`src/rtl/mips_ctrl_pkg.sv`:
```
// mips_ctrl_pkg: shared constants for the multicycle MIPS controller.
// Holds the 4-bit FSM state encoding, opcode/funct constants, the internal
// aluop codes and the alucontrol codes, plus the per-state control bundle.
package mips_ctrl_pkg;

  typedef enum logic [3:0] {
    S_FETCH1  = 4'd0,
    S_FETCH2  = 4'd1,
    S_FETCH3  = 4'd2,
    S_FETCH4  = 4'd3,
    S_DECODE  = 4'd4,
    S_MEMADR  = 4'd5,
    S_LBRD    = 4'd6,
    S_LBWR    = 4'd7,
    S_SBWR    = 4'd8,
    S_RTYPEEX = 4'd9,
    S_RTYPEWR = 4'd10,
    S_BEQEX   = 4'd11,
    S_JEX     = 4'd12,
    S_ADDIEX  = 4'd13,
    S_ADDIWR  = 4'd14
  } state_t;

  localparam logic [5:0] OP_LB    = 6'b100000;
  localparam logic [5:0] OP_SB    = 6'b101000;
  localparam logic [5:0] OP_RTYPE = 6'b000000;
  localparam logic [5:0] OP_BEQ   = 6'b000100;
  localparam logic [5:0] OP_J     = 6'b000010;
  localparam logic [5:0] OP_ADDI  = 6'b001000;

  localparam logic [5:0] FN_ADD = 6'b100000;
  localparam logic [5:0] FN_SUB = 6'b100010;
  localparam logic [5:0] FN_AND = 6'b100100;
  localparam logic [5:0] FN_OR  = 6'b100101;
  localparam logic [5:0] FN_SLT = 6'b101010;

  typedef enum logic [1:0] {
    ALUOP_ADD   = 2'b00,
    ALUOP_SUB   = 2'b01,
    ALUOP_FUNCT = 2'b10,
    ALUOP_RSVD  = 2'b11
  } aluop_t;

  localparam logic [2:0] ALU_AND = 3'b000;
  localparam logic [2:0] ALU_OR  = 3'b001;
  localparam logic [2:0] ALU_ADD = 3'b010;
  localparam logic [2:0] ALU_SUB = 3'b110;
  localparam logic [2:0] ALU_SLT = 3'b111;

  // aluen marks states that actually use the ALU; alucontrol reads 0 elsewhere.
  typedef struct packed {
    logic       memread;
    logic       memwrite;
    logic       alusrca;
    logic [1:0] alusrcb;
    logic [1:0] pcsrc;
    logic       pcen;
    logic       iord;
    logic [3:0] irwrite;
    logic       regwrite;
    logic       regdst;
    logic       memtoreg;
    logic       aluen;
    aluop_t     aluop;
  } ctrl_t;

endpackage

```
`src/rtl/mips_multicycle_controller_if.sv`:
```
// mips_multicycle_controller_if: control/status bus between the controller
// and the 8-bit multicycle datapath plus byte memory strobes.
//   status  : op, funct (instr fields), zero (ALU flag)
//   control : memread, memwrite, alusrca, alusrcb, alucontrol, pcsrc, pcen,
//             iord, irwrite, regwrite, regdst, memtoreg
// master = controller side, slave = datapath/memory side.
interface mips_multicycle_controller_if;
  logic [5:0] op;
  logic [5:0] funct;
  logic       zero;
  logic       memread;
  logic       memwrite;
  logic       alusrca;
  logic [1:0] alusrcb;
  logic [2:0] alucontrol;
  logic [1:0] pcsrc;
  logic       pcen;
  logic       iord;
  logic [3:0] irwrite;
  logic       regwrite;
  logic       regdst;
  logic       memtoreg;

  modport master (
    input  op, funct, zero,
    output memread, memwrite, alusrca, alusrcb, alucontrol, pcsrc, pcen,
           iord, irwrite, regwrite, regdst, memtoreg
  );

  modport slave (
    output op, funct, zero,
    input  memread, memwrite, alusrca, alusrcb, alucontrol, pcsrc, pcen,
           iord, irwrite, regwrite, regdst, memtoreg
  );
endinterface

```
`src/rtl/mips_alu_decoder.sv`:
```
// mips_alu_decoder: combinational map of aluop (+ funct for R-type) to the
// 3-bit alucontrol code.
//   aluop      in  2  add / sub / funct / reserved (reserved behaves as add)
//   funct      in  6  instr[5:0]
//   alucontrol out 3  ALU operation
module mips_alu_decoder
  import mips_ctrl_pkg::*;
(
  input  aluop_t     aluop,
  input  logic [5:0] funct,
  output logic [2:0] alucontrol
);

  always_comb begin
    alucontrol = ALU_ADD;
    case (aluop)
      ALUOP_SUB:   alucontrol = ALU_SUB;
      ALUOP_FUNCT: begin
        case (funct)
          FN_ADD:  alucontrol = ALU_ADD;
          FN_SUB:  alucontrol = ALU_SUB;
          FN_AND:  alucontrol = ALU_AND;
          FN_OR:   alucontrol = ALU_OR;
          FN_SLT:  alucontrol = ALU_SLT;
          default: alucontrol = ALU_ADD;
        endcase
      end
      default:     alucontrol = ALU_ADD;
    endcase
  end

endmodule

```
`src/rtl/mips_multicycle_controller.sv`:
```
// mips_multicycle_controller: Moore control FSM for the 8-bit multicycle MIPS.
// Fetches a 32-bit instruction as four bytes, then sequences it through
// execute / memory / writeback.
//   clk    in  rising-edge clock
//   reset  in  synchronous, active-high; forces all control outputs to 0
//   bus    master modport of mips_multicycle_controller_if (status in,
//          control out)
// Optional feature: define MIPS_CTRL_ADDI_EN to build the ADDIEX/ADDIWR path;
// without it opcode 001000 is treated as an illegal op (no writeback).
module mips_multicycle_controller
  import mips_ctrl_pkg::*;
(
  input  logic                            clk,
  input  logic                            reset,
  mips_multicycle_controller_if.master    bus
);

  state_t     state, next_state;
  ctrl_t      ctrl, ctrl_o;
  logic [2:0] dec_alucontrol;

  always_ff @(posedge clk) begin
    if (reset) state <= S_FETCH1;
    else       state <= next_state;
  end

  always_comb begin
    ctrl       = '0;
    ctrl.aluop = ALUOP_ADD;
    next_state = S_FETCH1;
    case (state)
      S_FETCH1, S_FETCH2, S_FETCH3, S_FETCH4: begin
        ctrl.memread = 1'b1;
        ctrl.alusrcb = 2'b01;
        ctrl.aluen   = 1'b1;
        ctrl.pcen    = 1'b1;
        // one-hot byte lane follows the low two bits of the fetch state
        ctrl.irwrite = 4'b0001 << state[1:0];
        case (state)
          S_FETCH1: next_state = S_FETCH2;
          S_FETCH2: next_state = S_FETCH3;
          S_FETCH3: next_state = S_FETCH4;
          default:  next_state = S_DECODE;
        endcase
      end
      S_DECODE: begin
        ctrl.alusrcb = 2'b11;
        ctrl.aluen   = 1'b1;
        case (bus.op)
          OP_LB, OP_SB: next_state = S_MEMADR;
          OP_RTYPE:     next_state = S_RTYPEEX;
          OP_BEQ:       next_state = S_BEQEX;
          OP_J:         next_state = S_JEX;
`ifdef MIPS_CTRL_ADDI_EN
          OP_ADDI:      next_state = S_ADDIEX;
`endif
          default:      next_state = S_FETCH1;
        endcase
      end
      S_MEMADR: begin
        ctrl.alusrca = 1'b1;
        ctrl.alusrcb = 2'b10;
        ctrl.aluen   = 1'b1;
        next_state   = (bus.op == OP_LB) ? S_LBRD : S_SBWR;
      end
      S_LBRD: begin
        ctrl.memread = 1'b1;
        ctrl.iord    = 1'b1;
        next_state   = S_LBWR;
      end
      S_LBWR: begin
        ctrl.regwrite = 1'b1;
        ctrl.memtoreg = 1'b1;
      end
      S_SBWR: begin
        ctrl.memwrite = 1'b1;
        ctrl.iord     = 1'b1;
      end
      S_RTYPEEX: begin
        ctrl.alusrca = 1'b1;
        ctrl.aluen   = 1'b1;
        ctrl.aluop   = ALUOP_FUNCT;
        next_state   = S_RTYPEWR;
      end
      S_RTYPEWR: begin
        ctrl.regwrite = 1'b1;
        ctrl.regdst   = 1'b1;
      end
      S_BEQEX: begin
        ctrl.alusrca = 1'b1;
        ctrl.aluen   = 1'b1;
        ctrl.aluop   = ALUOP_SUB;
        ctrl.pcsrc   = 2'b01;
        ctrl.pcen    = bus.zero;
      end
      S_JEX: begin
        ctrl.pcsrc = 2'b10;
        ctrl.pcen  = 1'b1;
      end
`ifdef MIPS_CTRL_ADDI_EN
      S_ADDIEX: begin
        ctrl.alusrca = 1'b1;
        ctrl.alusrcb = 2'b10;
        ctrl.aluen   = 1'b1;
        next_state   = S_ADDIWR;
      end
      S_ADDIWR: begin
        ctrl.regwrite = 1'b1;
      end
`endif
      default: next_state = S_FETCH1;
    endcase
  end

  mips_alu_decoder u_alu_decoder (
    .aluop      (ctrl.aluop),
    .funct      (bus.funct),
    .alucontrol (dec_alucontrol)
  );

  // Reset blanks the bus in the same cycle, so no writeback can leak out.
  assign ctrl_o = reset ? '0 : ctrl;

  assign bus.memread    = ctrl_o.memread;
  assign bus.memwrite   = ctrl_o.memwrite;
  assign bus.alusrca    = ctrl_o.alusrca;
  assign bus.alusrcb    = ctrl_o.alusrcb;
  assign bus.alucontrol = ctrl_o.aluen ? dec_alucontrol : '0;
  assign bus.pcsrc      = ctrl_o.pcsrc;
  assign bus.pcen       = ctrl_o.pcen;
  assign bus.iord       = ctrl_o.iord;
  assign bus.irwrite    = ctrl_o.irwrite;
  assign bus.regwrite   = ctrl_o.regwrite;
  assign bus.regdst     = ctrl_o.regdst;
  assign bus.memtoreg   = ctrl_o.memtoreg;

endmodule

```
`src/flat_wrapper.sv`:
```
// flat-port wrapper written by rule: the top's interface ports become plain ports
module mips_multicycle_controller_flat import mips_ctrl_pkg::*;
  (clk, reset, bus_op, bus_funct, bus_zero, bus_memread, bus_memwrite, bus_alusrca, bus_alusrcb, bus_alucontrol, bus_pcsrc, bus_pcen, bus_iord, bus_irwrite, bus_regwrite, bus_regdst, bus_memtoreg);
  mips_multicycle_controller_if bus_i ();
  input  logic clk;
  input  logic reset;
  input wire logic [$bits(bus_i.op)-1:0] bus_op;
  input wire logic [$bits(bus_i.funct)-1:0] bus_funct;
  input wire logic [$bits(bus_i.zero)-1:0] bus_zero;
  output wire logic [$bits(bus_i.memread)-1:0] bus_memread;
  output wire logic [$bits(bus_i.memwrite)-1:0] bus_memwrite;
  output wire logic [$bits(bus_i.alusrca)-1:0] bus_alusrca;
  output wire logic [$bits(bus_i.alusrcb)-1:0] bus_alusrcb;
  output wire logic [$bits(bus_i.alucontrol)-1:0] bus_alucontrol;
  output wire logic [$bits(bus_i.pcsrc)-1:0] bus_pcsrc;
  output wire logic [$bits(bus_i.pcen)-1:0] bus_pcen;
  output wire logic [$bits(bus_i.iord)-1:0] bus_iord;
  output wire logic [$bits(bus_i.irwrite)-1:0] bus_irwrite;
  output wire logic [$bits(bus_i.regwrite)-1:0] bus_regwrite;
  output wire logic [$bits(bus_i.regdst)-1:0] bus_regdst;
  output wire logic [$bits(bus_i.memtoreg)-1:0] bus_memtoreg;
  assign bus_i.op = bus_op;
  assign bus_i.funct = bus_funct;
  assign bus_i.zero = bus_zero;
  assign bus_memread = bus_i.memread;
  assign bus_memwrite = bus_i.memwrite;
  assign bus_alusrca = bus_i.alusrca;
  assign bus_alusrcb = bus_i.alusrcb;
  assign bus_alucontrol = bus_i.alucontrol;
  assign bus_pcsrc = bus_i.pcsrc;
  assign bus_pcen = bus_i.pcen;
  assign bus_iord = bus_i.iord;
  assign bus_irwrite = bus_i.irwrite;
  assign bus_regwrite = bus_i.regwrite;
  assign bus_regdst = bus_i.regdst;
  assign bus_memtoreg = bus_i.memtoreg;
  mips_multicycle_controller u_core (.clk(clk), .reset(reset), .bus(bus_i));
endmodule
```
`config.mk`:
```
export PLATFORM = sky130hd
export DESIGN_NAME = mips_multicycle_controller_flat
export DESIGN_NICKNAME = d
export VERILOG_FILES = /design/src/rtl/mips_ctrl_pkg.sv /design/src/rtl/mips_multicycle_controller_if.sv /design/src/rtl/mips_alu_decoder.sv /design/src/rtl/mips_multicycle_controller.sv /design/src/flat_wrapper.sv
export SDC_FILE = /design/constraint.sdc
export NUM_CORES = 1
export LEC_CHECK = 0
export ABC_CLOCK_PERIOD_IN_PS = 1600
export CAP_MARGIN = 5
export CORE_UTILIZATION = 34
export DETAILED_ROUTE_END_ITERATION = 6
export PLACE_DENSITY = 0.75
export SLEW_MARGIN = 20
export SYNTH_ARGS = -nofsm -noshare
export SYNTH_HDL_FRONTEND = slang
export SYNTH_SLANG_ARGS = --single-unit
export TNS_END_PERCENT = 5
```
`constraint.sdc`:
```
create_clock -name clk -period 1.6 [get_ports clk]
set_input_delay 0.16 -clock clk [delete_from_list [all_inputs] [get_ports clk]]
set_output_delay 0.16 -clock clk [all_outputs]
set_load 0.1 [all_outputs]
```
==> key figures, run 1 <==
Outcome
  • Stop err: [ERROR DPL-0033] detailed placement checks failed during check placement.
  • Status: did not finish
  • Failed at: clock tree synthesis (4_1_cts)

Clock tree
  • H-tree depth: 1
  • # Post-CTS Setup Buffers: 3
  • Hold_buf cts: 0
  • Sink Count: 4
  • Root Buffer: clkbuf_4
  • Post-CTS sizing: 20
  • CTS buffer count: 3
  • Clk buf depth: 2

Place
  • IO Port Bufs: 33
  • HPWL Detailed: 2180 um
  • Routability cong.: between 0.8 and 0.9

Die
  • Placement row count: 15
  • Die W: 44.6 um
  • Die Ht: 44.6 um
  • Initial Util: 0.360
  • I/O pin cnt: 34

Synthesis
  • Number of synthesized flops with an enable pin: 0
  • Synth Net Count: approximately 110
  • Distinct cells, synth: 32
  • Async S/R FF share, synth: 0
  • Synth warn: 0
  • FF+latch count, synth: 4
  • Seq/Total Area, Yosys: 0.130
  • Post-Syn Instances: 95
  • Ys flop type: dfxtp_1
  • Syn avg cell area: 6.48 um2
  • Synthesized area: 616 um2
## through the flow
step | instances | TNS (ns) | hold slack (ns) | area (um2) | setup WS, ns
after floorplan | 95 | -3.79 | 0.230 | 852 | -0.353
after global placement | 169 | -0.759 | 0.630 | 1540 | -0.150
after detailed placement | 169 | -1.19 | 0.651 | 1540 | -0.192
## logic make-up after synthesis
family | Yosys count | share of synthesized area
muxes | 2 | 0.0346
AOI/OAI and AO/OA | 25 | 0.280
and+or+nand+nor | 49 | 0.419
DFF | 4 | 0.130
adders and majority gates | 3 | 0.0610
buffers and inverters | 12 | 0.0752
## Yosys cell counts (2+ instances only)
cell      instances  area share
nand3_1           2       0.016
nor3_1            9       0.073
nor2_1           15       0.091
nand2b_1          8       0.081
a31oi_1           3       0.030
nor4_1            2       0.020
nand2_1           5       0.030
clkbuf_1          6       0.037
a21oi_1           6       0.049
ha_1              3       0.061
or3_1             3       0.030
o21ai_0           5       0.041
inv_1             5       0.030
a211oi_1          2       0.024
dfxtp_1           4        0.13
==> run 2, diff against run 1 <==
--- a/config.mk
+++ b/config.mk
@@ -5,11 +5,12 @@
 export SDC_FILE = /design/constraint.sdc
 export NUM_CORES = 1
 export LEC_CHECK = 0
-export ABC_CLOCK_PERIOD_IN_PS = 1600
+export ABC_CLOCK_PERIOD_IN_PS = 2100
 export CAP_MARGIN = 5
-export CORE_UTILIZATION = 34
+export CORE_AREA = 2 2 63 65
 export DETAILED_ROUTE_END_ITERATION = 6
-export PLACE_DENSITY = 0.75
+export DIE_AREA = 0 0 65 67
+export PLACE_DENSITY_LB_ADDON = 0.15
 export SLEW_MARGIN = 20
 export SYNTH_ARGS = -nofsm -noshare
 export SYNTH_HDL_FRONTEND = slang
==> constraint.sdc (replaced) <==
create_clock -name clk -period 2.1 [get_ports clk]
set_input_delay 0.21 -clock clk [delete_from_list [all_inputs] [get_ports clk]]
set_output_delay 0.21 -clock clk [all_outputs]
set_load 0.1 [all_outputs]
==> run 2 against run 1 <==
  * The run now ends clean
  * Synthesized cell count did not move
  * Synthesized area did not move
==> key figures, run 2 <==
Outcome
  • Status: completed

Cells and area
  • Share of cells above drive strength 1: 0.398
  • Largest registers: u_core.state: 4 flops
  • Final core utilization: 0.378
  • Max FFs per register: 4
  • Layout area overhead: 122%
  • Non-filler instance count after layout: 181
  • Commonest non-fill, non-tap cell in the layout: buf_12
  • Diodes inserted: 0
  • Fill cell count: 366
  • Final layout net count: between 150 and 200
  • Most flops, register: u_core.state
  • Most frequent cells in the layout: 19 x buf_12, 14 x clkdlybuf4s50_1, 11 x nor2_1
  • Multi-input gate area: 573 um2
  • Reg area: 82.6 um2
  • Fin area: 0.00136 mm2

Die
  • Die Ht: 67 um
  • Core area: 0.00361 mm2
  • Die W: 65 um
  • Placement row count: 22
  • Die area: 0.00436 mm2
  • I/O pin cnt: 34
  • Initial Util: 0.171

STA
  • Least-Margin Pin Slew: 0.349 ns
  • Worst slew margin: 0.766
  • Max Freq: 0.498 GHz
  • Max Clock Skew: about 0.0047 ns
  • Fin. max-slew vios: 0
  • Final hold vios: 0
  • Final worst path period share: 0.955
  • Min cycle time layout: 2.01 ns
  • Setup-failing EPs final: 0

Place
  • Number of cells after detailed placement: approximately 180
  • Placement Cell Area: 0.00127 mm2
  • HPWL Detailed: 1760 um
  • IO Port Bufs: 33
  • Routability cong.: roughly 0.76

Route
  • Mean number of vias per cell: 4.60
  • DRC violations left: 0
  • DRT antenna net count: 0
  • First drt pass iteration count: 2
  • Via Count: 833
  • Drt wl/cell: around 12 um
  • Initial drt markers: 8
  • Routed wire length: roughly 2100 um

Clock tree
  • CTS buffer count: 3
  • Clk buf depth: 2
  • Root Buffer: clkbuf_8
  • Clock transition at the registers of the reported paths: 0.03 ns
  • Worst skew pair latency: 0.22 ns
  • TritonCTS clock tree: built
  • Hold_buf cts: 0
  • Sink Count: 4
  • H-tree depth: 1

Global route
  • Initial antenna violation count: 0
  • All-Layer GR Usage: 0.105
  • Vias in the first global route: around 840
  • Overflow after GRT: 0
  • Largest net degree at the start of global routing: 17
  • First-pass GRT wire length: 3570 um

Critical path
  • Critical path data required time: around 1.9 ns
  • Crit path launch type: flop
  • Crit path capture type: primary output
  • CP Class: flop to primary output
  • Arrival @ worst endpoint: 1.80 ns
  • RR Startpoint: u_core.state[2]
  • Crit-path max FO: 8
  • Worst setup startpoint: u_core.state[1]

Synthesis
  • Syn avg cell area: 6.48 um2
  • Post-Syn Instances: 95
  • Synthesized area: 616 um2
  • Distinct cells, synth: 32
  • Seq/Total Area, Yosys: 0.130
  • Yosys top cell by area: dfxtp_1
  • Async S/R FF share, synth: 0
  • Synth warn: 0
  • Number of synthesized flops with an enable pin: 0
  • Ys flop type: dfxtp_1
  • Top post-synthesis cells by count: 15 x nor2_1, 9 x nor3_1, 8 x nand2b_1
  • FF+latch count, synth: 4
  • Area share of the largest cell type after synthesis: 0.130
  • Synth area leaders: dfxtp_1 13%, nor2_1 9.1%, nand2b_1 8.1%
  • Most common cell in the netlist: nor2_1
  • Synth Net Count: 113

Run
  • Total of max-cap violations: 0

Pwr
  • Leak: 0.492 nW
  • Peak supply drop: around 0.18 mV
  • PwrDens: approximately 460 mW/mm2

Worst hold path
  • Worst min path class: flop to flop
  • Hold path startpoint: u_core.state[0]
[run 2: cell counts after synthesis]
Identical to the previous run, type by type.
[run 2: what timing repair did]
action | in CTS | in global routing
setup buffers | 0 | 2
gates resized for setup | 2 | 11
setup endpoints to repair | 1 | 2
pin swaps | 1 | 5
[run 2: area by class of cell]
type | instances | share of cell area
multi-input combinational | 79 | 0.420
sequential | 4 | 0.0606
inverter | 5 | 0.0138
tap | 48 | 0.0440
timing repair buffer | 42 | 0.431
clock buffer | 3 | 0.0303
[run 2: report_power, final]
part	switching, mW	internal, mW
Sequential	0.0107	0.0850
Combinational	0.229	0.141
Clock	0.0403	0.122
[run 2: worst paths after layout]
kind	endpoint	slack (ns)	cells past startpoint
min reg2reg	u_core.state[3]	0.56	2
min	u_core.state[3]	0.56	2
max	bus_alucontrol[1]	0.09	6
max reg2reg	u_core.state[3]	0.24	5
[run 2: routing by layer]
layer	track usage	up-vias	part of all wire
met5	0	-	0
li1	-	426	-
met3	0.0203	7	0.060
met4	0.0691	0	0.027
met2	0.186	33	0.49
met1	0.112	367	0.43
[run 2: cell families after synthesis]
logic type / Yosys count / synth area share
flip-flops: 4 / 0.130
multiplexers: 2 / 0.0346
AND/OR/NAND/NOR: 49 / 0.419
AO/OA/AOI/OAI: 25 / 0.280
adder cells (fa/ha/maj): 3 / 0.0610
buffers and inverters: 12 / 0.0752
[run 2: worst max-delay path, cell delays in order, from the launching register on]
cell and delay (ns):
dfxtp_2 0.39, buf_4 0.17, nand3_1 0.17, ha_1 0.23
a21o_1 0.20, a31oi_2 0.20, buf_12 0.20
[run 2: through the flow]
step	setup TNS, ns	hold slack (ns)	setup WS (ns)	power (mW)
3_5_place_dp	0	0.629	0.231	0.462
6_report	0	0.560	0.0937	0.628
2_1_floorplan	-5.29	0.287	-0.853	0.317
4_1_cts	0	0.576	0.00979	0.625
5_1_grt	-0.0245	0.601	-0.0245	0.659
3_3_place_gp	0	0.626	0.267	0.462
Power figures use the tool's default switching activity.
